==> src/rtl/csr_pkg.sv <==
// rtl/csr_pkg.sv - CSR addresses, op encoding and mstatus field positions for csr_unit
package csr_pkg;

    typedef enum logic [1:0] {
        OP_NONE = 2'b00,
        OP_RW   = 2'b01,
        OP_RS   = 2'b10,
        OP_RC   = 2'b11
    } csr_op_t;

    // Machine trap setup / handling
    localparam logic [11:0] CSR_MSTATUS   = 12'h300;
    localparam logic [11:0] CSR_MIE       = 12'h304;
    localparam logic [11:0] CSR_MTVEC     = 12'h305;
    localparam logic [11:0] CSR_MSCRATCH  = 12'h340;
    localparam logic [11:0] CSR_MEPC      = 12'h341;
    localparam logic [11:0] CSR_MCAUSE    = 12'h342;
    localparam logic [11:0] CSR_MTVAL     = 12'h343;
    localparam logic [11:0] CSR_MIP       = 12'h344;

    // Machine counters (writable)
    localparam logic [11:0] CSR_MCYCLE    = 12'hB00;
    localparam logic [11:0] CSR_MINSTRET  = 12'hB02;
    localparam logic [11:0] CSR_MCYCLEH   = 12'hB80;
    localparam logic [11:0] CSR_MINSTRETH = 12'hB82;

    // Read-only shadows and identity
    localparam logic [11:0] CSR_CYCLE     = 12'hC00;
    localparam logic [11:0] CSR_INSTRET   = 12'hC02;
    localparam logic [11:0] CSR_CYCLEH    = 12'hC80;
    localparam logic [11:0] CSR_INSTRETH  = 12'hC82;
    localparam logic [11:0] CSR_MHARTID   = 12'hF14;

    localparam int MSTATUS_MIE  = 3;
    localparam int MSTATUS_MPIE = 7;

endpackage

==> src/rtl/csr_counter64.sv <==
// rtl/csr_counter64.sv - split-writable free-running counter used for mcycle and minstret
module csr_counter64 #(
    parameter int CNT_W = 64
) (
    input  logic                 clk,
    input  logic                 rst,
    input  logic                 inc,
    input  logic                 wr_lo,
    input  logic                 wr_hi,
    input  logic [CNT_W/2-1:0]   wdata,
    output logic [CNT_W-1:0]     count
);

    // A write to either half wins over the increment; the unwritten half holds.
    always_ff @(posedge clk or posedge rst) begin
        if (rst) begin
            count <= '0;
        end else if (wr_lo || wr_hi) begin
            if (wr_lo) count[CNT_W/2-1:0]     <= wdata;
            if (wr_hi) count[CNT_W-1:CNT_W/2] <= wdata;
        end else if (inc) begin
            count <= count + 1'b1;
        end
    end

endmodule

==> src/rtl/csr_unit.sv <==
// rtl/csr_unit.sv - machine-mode CSR file with atomic ops, counters and trap/mret updates
module csr_unit
    import csr_pkg::*;
#(
    parameter int              XLEN        = 32,
    parameter logic [XLEN-1:0] HART_ID     = '0,
    parameter logic [XLEN-1:0] MTVEC_RESET = '0,
    parameter int              CNT_W       = 64
) (
    input  logic            clk,
    input  logic            rst,
    input  logic            csr_en,
    input  logic [1:0]      csr_op,
    input  logic            src_zero,
    input  logic [11:0]     addr,
    input  logic [XLEN-1:0] wdata,
    output logic [XLEN-1:0] rdata,
    output logic            illegal,
    input  logic            retire,
    input  logic            trap_valid,
    input  logic [XLEN-1:0] trap_cause,
    input  logic [XLEN-1:0] trap_pc,
    input  logic [XLEN-1:0] trap_tval,
    input  logic            mret,
    output logic [XLEN-1:0] mtvec_o,
    output logic [XLEN-1:0] mepc_o,
    output logic            mie_o
);

    csr_op_t          op;
    logic             active;
    logic             would_write;
    logic             implemented;
    logic             read_only;
    logic             we;
    logic             csr_we;
    logic [XLEN-1:0]  old_val;
    logic [XLEN-1:0]  new_val;

    logic             mstatus_mie;
    logic             mstatus_mpie;
    logic [XLEN-1:0]  mie_reg;
    logic [XLEN-1:0]  mtvec;
    logic [XLEN-1:0]  mscratch;
    logic [XLEN-1:0]  mepc;
    logic [XLEN-1:0]  mcause;
    logic [XLEN-1:0]  mtval;
    logic [CNT_W-1:0] mcycle;
    logic [CNT_W-1:0] minstret;

    assign op          = csr_op_t'(csr_op);
    assign active      = csr_en && (op != OP_NONE);
    // RS/RC with a zero source is a pure read and may target read-only CSRs.
    assign would_write = (op == OP_RW) || !src_zero;
    assign read_only   = (addr[11:10] == 2'b11);
    assign illegal     = active && (!implemented || (read_only && would_write));
    assign we          = active && !illegal && would_write;
    // Trap and mret take precedence; a colliding CSR write is dropped.
    assign csr_we      = we && !trap_valid && !mret;

    // Sparse read decode; unknown addresses flag as unimplemented.
    always_comb begin
        old_val     = '0;
        implemented = 1'b1;
        case (addr)
            CSR_MSTATUS: begin
                old_val[MSTATUS_MIE]  = mstatus_mie;
                old_val[MSTATUS_MPIE] = mstatus_mpie;
            end
            CSR_MIE:                      old_val = mie_reg;
            CSR_MTVEC:                    old_val = mtvec;
            CSR_MSCRATCH:                 old_val = mscratch;
            CSR_MEPC:                     old_val = mepc;
            CSR_MCAUSE:                   old_val = mcause;
            CSR_MTVAL:                    old_val = mtval;
            CSR_MIP:                      old_val = '0;
            CSR_MCYCLE,   CSR_CYCLE:      old_val = mcycle[CNT_W/2-1:0];
            CSR_MCYCLEH,  CSR_CYCLEH:     old_val = mcycle[CNT_W-1:CNT_W/2];
            CSR_MINSTRET, CSR_INSTRET:    old_val = minstret[CNT_W/2-1:0];
            CSR_MINSTRETH, CSR_INSTRETH:  old_val = minstret[CNT_W-1:CNT_W/2];
            CSR_MHARTID:                  old_val = HART_ID;
            default:                      implemented = 1'b0;
        endcase
    end

    // Atomic read-modify-write value.
    always_comb begin
        new_val = wdata;
        case (op)
            OP_RS:   new_val = old_val | wdata;
            OP_RC:   new_val = old_val & ~wdata;
            default: new_val = wdata;
        endcase
    end

    assign rdata = old_val;

    // Trap entry, mret and CSR writes in priority order.
    always_ff @(posedge clk or posedge rst) begin
        if (rst) begin
            mstatus_mie  <= 1'b0;
            mstatus_mpie <= 1'b0;
            mie_reg      <= '0;
            mtvec        <= MTVEC_RESET;
            mscratch     <= '0;
            mepc         <= '0;
            mcause       <= '0;
            mtval        <= '0;
        end else if (trap_valid) begin
            mepc         <= trap_pc & ~XLEN'(3);
            mcause       <= trap_cause;
            mtval        <= trap_tval;
            mstatus_mpie <= mstatus_mie;
            mstatus_mie  <= 1'b0;
        end else if (mret) begin
            mstatus_mie  <= mstatus_mpie;
            mstatus_mpie <= 1'b1;
        end else if (csr_we) begin
            case (addr)
                CSR_MSTATUS: begin
                    mstatus_mie  <= new_val[MSTATUS_MIE];
                    mstatus_mpie <= new_val[MSTATUS_MPIE];
                end
                CSR_MIE:      mie_reg  <= new_val;
                CSR_MTVEC:    mtvec    <= new_val;
                CSR_MSCRATCH: mscratch <= new_val;
                CSR_MEPC:     mepc     <= new_val & ~XLEN'(3);
                CSR_MCAUSE:   mcause   <= new_val;
                CSR_MTVAL:    mtval    <= new_val;
                default:      ;
            endcase
        end
    end

    csr_counter64 #(.CNT_W(CNT_W)) u_mcycle (
        .clk   (clk),
        .rst   (rst),
        .inc   (1'b1),
        .wr_lo (csr_we && (addr == CSR_MCYCLE)),
        .wr_hi (csr_we && (addr == CSR_MCYCLEH)),
        .wdata (new_val),
        .count (mcycle)
    );

    csr_counter64 #(.CNT_W(CNT_W)) u_minstret (
        .clk   (clk),
        .rst   (rst),
        .inc   (retire),
        .wr_lo (csr_we && (addr == CSR_MINSTRET)),
        .wr_hi (csr_we && (addr == CSR_MINSTRETH)),
        .wdata (new_val),
        .count (minstret)
    );

    assign mtvec_o = mtvec;
    assign mepc_o  = mepc;
    assign mie_o   = mstatus_mie;

endmodule

==> config.mk <==
export PLATFORM = sky130hd
export DESIGN_NAME = csr_unit
export DESIGN_NICKNAME = d
export VERILOG_FILES = /design/src/rtl/csr_pkg.sv /design/src/rtl/csr_counter64.sv /design/src/rtl/csr_unit.sv
export SDC_FILE = /design/constraint.sdc
export NUM_CORES = 1
export LEC_CHECK = 0
export CORE_MARGIN = 1.5
export CORE_UTILIZATION = 32
export CTS_BUF_LIST = sky130_fd_sc_hd__clkbuf_2
export DETAILED_ROUTE_END_ITERATION = 6
export HOLD_SLACK_MARGIN = 0.06
export PLACE_DENSITY = 0.58
export RECOVER_POWER = 25
export SLEW_MARGIN = 20
export SYNTH_ARGS = -nofsm -noshare
export SYNTH_HDL_FRONTEND = slang
export SYNTH_SLANG_ARGS = --single-unit
==> constraint.sdc <==
create_clock -name clk -period 16.55 [get_ports clk]
set_input_delay 4.1375 -clock clk [delete_from_list [all_inputs] [get_ports clk]]
set_output_delay 4.1375 -clock clk [all_outputs]
set_load 0.01 [all_outputs]
==> qor.yml, run 1 <==
outcome:
  status: "complete, but fails checks"
  violations: "capacitance limit, slew limit"
die:
  io_pins: 247
  die_x_um: 249.2
  initial_core_util_pct: 32.25
  dieArea_mm2: 0.06209
  num_rows: 90
  die_h_um: 249.2
  coreArea_mm2: 0.06013
grt:
  grt_pass1_wl_um: 146600
  grt_util_met1_pct: 44.06
  antenna_found_initial: 1
  met3_usage_pct: 9.425
  met2_usage_pct: 47.04
  grt_pass1_vias: 20410
  groute.usage.overall_pct: 32.00
  grt_busiest_layer: "met2"
  grt_start_max_net_pins: 79
  grt_overflow: 0
logic_synthesis:
  ys_top_cells_by_count: "dfrtp_1, o21ai_0, nand2_1"
  synth.area.top_cells: "dfrtp_1, o21ai_0, a22oi_1"
  yosys.cell_count.top_type: "dfrtp_1"
  synth_cell_types: 88
  seq_area_frac_synth_pct: 41.29
  avgSynthCellArea_um2: 8.803
  synth_edf_count: 0
  yosys.area_share.simple_pct: 20.63
  async_flop_share_pct: 100.0
  netlist_instances: 2203
  synth_area_leader_cell: "dfrtp_1"
  synth_compound_gate_area_share_pct: 28.25
  synth.top_cell.area_share_pct: 41.29
  synth_top_family_by_area: "compound AO/OA/AOI/OAI gates"
  synth_area_mm2: 0.01939
  ys_warn_count: 0
  synth_ff_type: "dfrtp_1"
  synth-xor-area-share_pct: 0
  synthAdderAreaFrac_pct: 0.1290
  synth-seq-cells: 320
  synthMuxAreaShare_pct: 5.232
critical_path:
  cp_num_buf_inv: 2
  cp_max_fo: 15
  cp.arrival_ps: 8630
  path_class: "in -> out"
  startpoint_type: "input pin"
  path_depth: 7
  critical_path.max_stage_delay_ps: 1040
  cp_data_required_time_ps: 12410
  crit_path_frequent_cell: "clkdlybuf4s50_1"
  rr_endpoint: "u_mcycle.count[62]"
  r2r-start: "u_mcycle.count[0]"
  reg2reg_slack_ps: 13100
  end_kind: "output pin"
  worstSetupStartpoint: "addr[8]"
  reg2reg_depth: 7
  slowest_stage: "or4_1"
  crit_chain: "clkdlybuf4s50_1 -> nand4bb_1 -> or4_1 -> nor2_1 -> a221oi_1 -> o211ai_1 -> clkdlybuf4s50_1"
  critical_path.top_delay_family: "simple AND/OR/NAND/NOR gates"
  endpoint: "rdata[28]"
timing:
  finalSetupViolCount: 0
  period_share_pct: 77.15
  min_period_ps: 12770
  max-slew-margin-rel_pct: -162.9
  finalMaxSlewViolations: 274
  hold_viol_final: 0
  max_freq_ghz: 0.07832
  tightestPinTransition_ps: 3943
  fin_hold_ws_ps: 488.7
  fin_skew_ps: 100.3
  rsz0062_at_grt: "false"
  setup_tns_ps: 0
power_and_ir_drop:
  total_power_w: 0.001777
  p_leak_nw: 9.083
  p_per_area_mw_per_mm2: 75.10
  max-vdd-ir-drop_mv: 0.03463
drt:
  drt-total-wl_um: 101500
  vias: 21450
  dr.first_iter.drc_count: 2593
  avgRoutedWirePerCell_um: 30.89
  dr.pass1.iters: 6
  avgViaCountPerCell: 6.529
  drt.antenna.violating_nets: 0
  route.detailed.drc: 0
finish:
  fin_nets: 2589
  multiInputGateArea_mm2: 0.01075
  final_area_mm2: 0.02367
  top_regs: "u_mcycle.count: 64 flops, u_minstret.count: 64 flops"
  final_cells: 3286
  area_growth_pct: 22.04
  regArea_mm2: 0.008008
  fillCellCount: 6252
  layout-drive-gt1-share_pct: 13.59
cts:
  cts_buffer_depth: 3
  cts-resized-gates: 0
  cts_tree: "built"
  post_cts_buffers: 0
  clock_latency_ps: 1130
  numCtsBuffers: 92
  clk_pin_slew_ps: 100
  cts_sinks: 320
  cts_hold_buffers: 0
  cts-root-buf: "clkbuf_2"
  htree_num_levels: 3
placement:
  postPlaceCellArea_mm2: 0.02282
  dp_cells: 3124
  port_buffers: 242
  place_hpwl_um: 73560
  gp_congestion: 0.9935
job:
  drv_cap: 4
hold_path:
  hold_path_class: "reg -> reg"
==> routing by layer <==
metal  up-vias  share of wire (%)
li1       9115                  -
met1     10720                 41
met2      1404                 43
met3       218                 12
met4         0                4.1
met5         -                  0
==> final cells by class <==
class                           instances  share of cell area [%]
Antenna cell                            2                 0.02115
Inverter                               37                  0.5921
Tap cell                              782                   4.134
Timing Repair Buffer                  319                   12.66
Clock inverter                         24                  0.5287
Sequential cell                       320                   33.83
Multi-Input combinational cell       1668                   45.40
Clock buffer                          134                   2.834
==> tightest hold or removal path, cell delays in order, from the launching register on <==
cell	delay, ps
dfrtp_1	360
nand2_1	50
o21ai_0	60
==> stage by stage <==
| stage | utilization [%] | worst slack (ps) |
|---|---|---|
| after floorplan | - | 3556 |
| after global placement | 37.90 | 3974 |
| after detailed placement | 37.95 | 3947 |
| after CTS | 39.27 | 3952 |
| after global routing | 39.36 | 3725 |
| final | 39.36 | 3782 |
==> how the worst min path moves through the flow <==
stage	startpoint	to	slack, ps	depth (start not counted)
floorplan	mie_reg[31]	mie_reg[31]	440	2
global placement	mie_reg[31]	mie_reg[31]	460	2
detailed placement	mie_reg[31]	mie_reg[31]	460	2
CTS	mie_reg[31]	mie_reg[31]	490	2
global route	mie_reg[31]	mie_reg[31]	520	2
finish	mie_reg[27]	mie_reg[27]	490	2
==> report_power, final <==
group	switching [W]	internal (W)
Clock	0.000381	0.000220
Combinational	0.000173	0.000114
Sequential	0.0000644	0.000825
Total	0.000618	0.00116
==> cells by family (layout without fill, tap and decap cells) <==
| logic type | after synthesis | count (layout) |
|---|---|---|
| other | 1 | 4 |
| buffers and inverters | 216 | 514 |
| and+or+nand+nor | 763 | 763 |
| AOI/OAI and AO/OA | 823 | 823 |
| muxes | 78 | 78 |
| DFF | 320 | 320 |
| adders and majority gates | 2 | 2 |
==> cell usage in the layout, fill, tap and decap left out, types with 37 or more instances in the layout <==
| cell type | instances |
|---|---|
| a211oi_1 | 46 |
| a21oi_1 | 121 |
| a22oi_1 | 129 |
| and3_1 | 37 |
| buf_4 | 73 |
| clkbuf_2 | 134 |
| clkdlybuf4s50_1 | 237 |
| dfrtp_1 | 320 |
| mux2_2 | 37 |
| nand2_1 | 237 |
| nand3_1 | 107 |
| nand4_1 | 55 |
| nor2_1 | 96 |
| nor3_1 | 48 |
| o21ai_0 | 243 |
Power figures use the tool's default switching activity.
==> inputs of run 2 (changes only) <==
clock period = 13 ns   (was 16.55 ns; I/O delays follow)
==> qor.yml, run 2 (synthesis gave the netlist of run 1 again) <==
critical_path:
  cp_num_buf_inv: 2  # unchanged
  path_class: "in -> out"
  crit_chain: "clkdlybuf4s50_1 -> nand4bb_1 -> or4_1 -> nor2_1 -> a222oi_1 -> nand4_1 -> clkdlybuf4s50_1"
  path_depth: 7  # unchanged
  cp_max_fo: 15  # unchanged
  startpoint_type: "input pin"
  critical_path.top_delay_family: "simple AND/OR/NAND/NOR gates"
  critical_path.max_stage_delay_ps: 1030  # about the same
  cp_data_required_time_ps: 9750  # -2660 ps
  cp.arrival_ps: 7770  # -860 ps
  reg2reg_depth: 6  # -1
  slowest_stage: "or4_1"
  end_kind: "output pin"
  crit_path_frequent_cell: "clkdlybuf4s50_1"
drt:
  dr.pass1.iters: 7  # +1
  dr.first_iter.drc_count: 2946  # +14%
  drt-total-wl_um: 102700  # +1.2%
  route.detailed.drc: 1  # +1
  avgViaCountPerCell: 6.542  # +0.19%
  avgRoutedWirePerCell_um: 31.19  # +0.98%
  vias: 21550  # +0.44%
  drt.antenna.violating_nets: 0  # unchanged
cts:
  numCtsBuffers: 91  # -1.1%
  cts_buffer_depth: 3  # unchanged
  cts-resized-gates: 0  # unchanged
  cts_tree: "built"
  cts-root-buf: "clkbuf_2"
  clock_latency_ps: 1150  # +20 ps
  htree_num_levels: 3  # unchanged
  clk_pin_slew_ps: 80  # -20 ps
  cts_hold_buffers: 0  # unchanged
  post_cts_buffers: 0  # unchanged
  cts_sinks: 320  # unchanged
power_and_ir_drop:
  seqPwrFrac_pct: 49.8  # -0.3 points
  netSwitchingPower_w: 0.0007911  # +28%
  combPwrFrac_pct: 16.0  # about the same
  clockPowerShare_pct: 34.2  # +0.4 points
  p_leak_nw: 9.083  # about the same
  p_int_w: 0.001485  # +28%
  switching_share_pct: 34.76  # about the same
  max-vdd-ir-drop_mv: 0.05111  # +48%
  p_per_area_mw_per_mm2: 96.15  # +28%
die:
  die_h_um: 249.2  # unchanged
  coreArea_mm2: 0.06013  # unchanged
  io_pins: 247  # unchanged
  num_rows: 90  # unchanged
  dieArea_mm2: 0.06209  # unchanged
  initial_core_util_pct: 32.25  # unchanged
  die_x_um: 249.2  # unchanged
finish:
  regArea_mm2: 0.008008  # unchanged
  area_growth_pct: 22.06  # about the same
  layout-drive-gt1-share_pct: 13.23  # -0.36 points
  top_regs: "u_mcycle.count: 64 flops, u_minstret.count: 64 flops"
  final_cells: 3294  # +0.24%
  utilization_pct: 39.37  # about the same
  final_area_mm2: 0.02367  # about the same
  multiInputGateArea_mm2: 0.01072  # -0.28%
  fin_nets: 2591  # +0.077%
  fillCellCount: 6165  # -1.4%
  final_cell_mix: "dfrtp_1, o21ai_0, nand2_1, clkdlybuf4s50_1, clkbuf_2"
  final_common_cell: "dfrtp_1"
grt:
  antenna_found_initial: 4  # +3
  grt_busiest_layer: "met2"
  grt_util_met1_pct: 44.87  # +0.81 points
  met3_usage_pct: 8.412  # -1.0 points
  groute.usage.overall_pct: 32.18  # +0.18 points
  grt_pass1_wl_um: 146800  # about the same
  grt_pass1_vias: 20190  # -1.1%
  met2_usage_pct: 46.53  # -0.51 points
  grt_overflow: 0  # unchanged
  grt_start_max_net_pins: 89  # +13%
placement:
  postPlaceCellArea_mm2: 0.02281  # about the same
  gp_congestion: 0.9622  # -3.2%
  place_ws_ps: 2189  # -1758 ps
  port_buffers: 242  # unchanged
  place_hpwl_um: 74330  # +1.0%
  dp_cells: 3127  # +0.096%
timing:
  min_period_ps: 11020
  finalMaxSlewViolations: 256  # -6.6%
  period_share_pct: 84.74
  finalSetupViolCount: 0  # unchanged
  rsz0062_at_grt: "false"
  setup_tns_ps: 0  # unchanged
  worst_slack_ps: 1983  # -1799 ps
  max-slew-margin-rel_pct: -220.6  # -58 points
  tightestPinTransition_ps: 4810  # +866.3 ps
  fin_skew_ps: 135.6  # +35.23 ps
  max_freq_ghz: 0.09077
  hold_viol_final: 0  # unchanged
hold_path:
  hold_path_class: "reg -> reg"
  holdPathStages: 2  # unchanged
outcome:
  status: "complete, but fails checks"
  violations: "DRC, capacitance limit, slew limit"
job:
  drv_cap: 4  # unchanged
[run 2: cell types whose count changed in the layout (fill, tap and decap cells not counted), moves of 3 or more]
cell	previous run	this run
buf_4	73	76
clkinv_2	3	0
inv_6	3	0
clkbuf_2	134	131
clkinv_1	16	29
[run 2: worst paths after layout]
path | slack [ps] | start | endpoint
worst max-delay path | 1980 | addr[10] | rdata[13]
worst max register to register | 9550 | mtval[0] | mtvec_o[0]
max in group asynchronous | 4140 | rst | mscratch[24]
worst min-delay path | 480 | mie_reg[27] | mie_reg[27]
min in group asynchronous | 4030 | rst | mepc_o[6]
worst min register to register | 480 | mie_reg[27] | mie_reg[27]
[run 2: worst register-to-register path, cell delays in order, from the launching register on]
cell     delay [ps]
dfrtp_1         390
mux2_2          270
a22oi_1         390
o22a_1          210
nand4_1         590
a31oi_2        1140
o21ai_0         220
[run 2: stage by stage]
step           hold slack (ps)  power (W)
3_3_place_gp             459.4   0.001501
6_report                 484.7   0.002276
2_1_floorplan            441.8   0.001304
5_1_grt                  519.2   0.002366
3_5_place_dp             468.6   0.001506
4_1_cts                  489.7   0.002279
[run 2: power by group through the flow]
| stage | sequential (W) | clock, W | combinational, W |
|---|---|---|---|
| floorplan | 0.00111 | 0 | 0.000191 |
| global placement | 0.00115 | 0 | 0.000353 |
| detailed placement | 0.00115 | 0 | 0.000357 |
| CTS | 0.00113 | 0.000790 | 0.000359 |
| global route | 0.00114 | 0.000839 | 0.000386 |
| finish | 0.00113 | 0.000778 | 0.000364 |
[run 2: cell type report]
cell class | count | share of cell area (%)
antenna | 3 | 0.03171
clock buffer | 131 | 2.770
clock inverter | 31 | 0.6342
inverter | 37 | 0.5920
multi-input combinational | 1668 | 45.26
sequential | 320 | 33.83
tap | 782 | 4.133
timing repair buffer | 322 | 12.75
[run 2: metal layers]
| metal | up-vias | wire [um] | share of wire, % |
|---|---|---|---|
| li1 | 9103 | - | - |
| met1 | 10810 | 43350 | 42 |
| met2 | 1372 | 43800 | 43 |
| met3 | 257 | 10790 | 10 |
| met4 | 2 | 4801 | 4.7 |
| met5 | - | 11 | 0.011 |
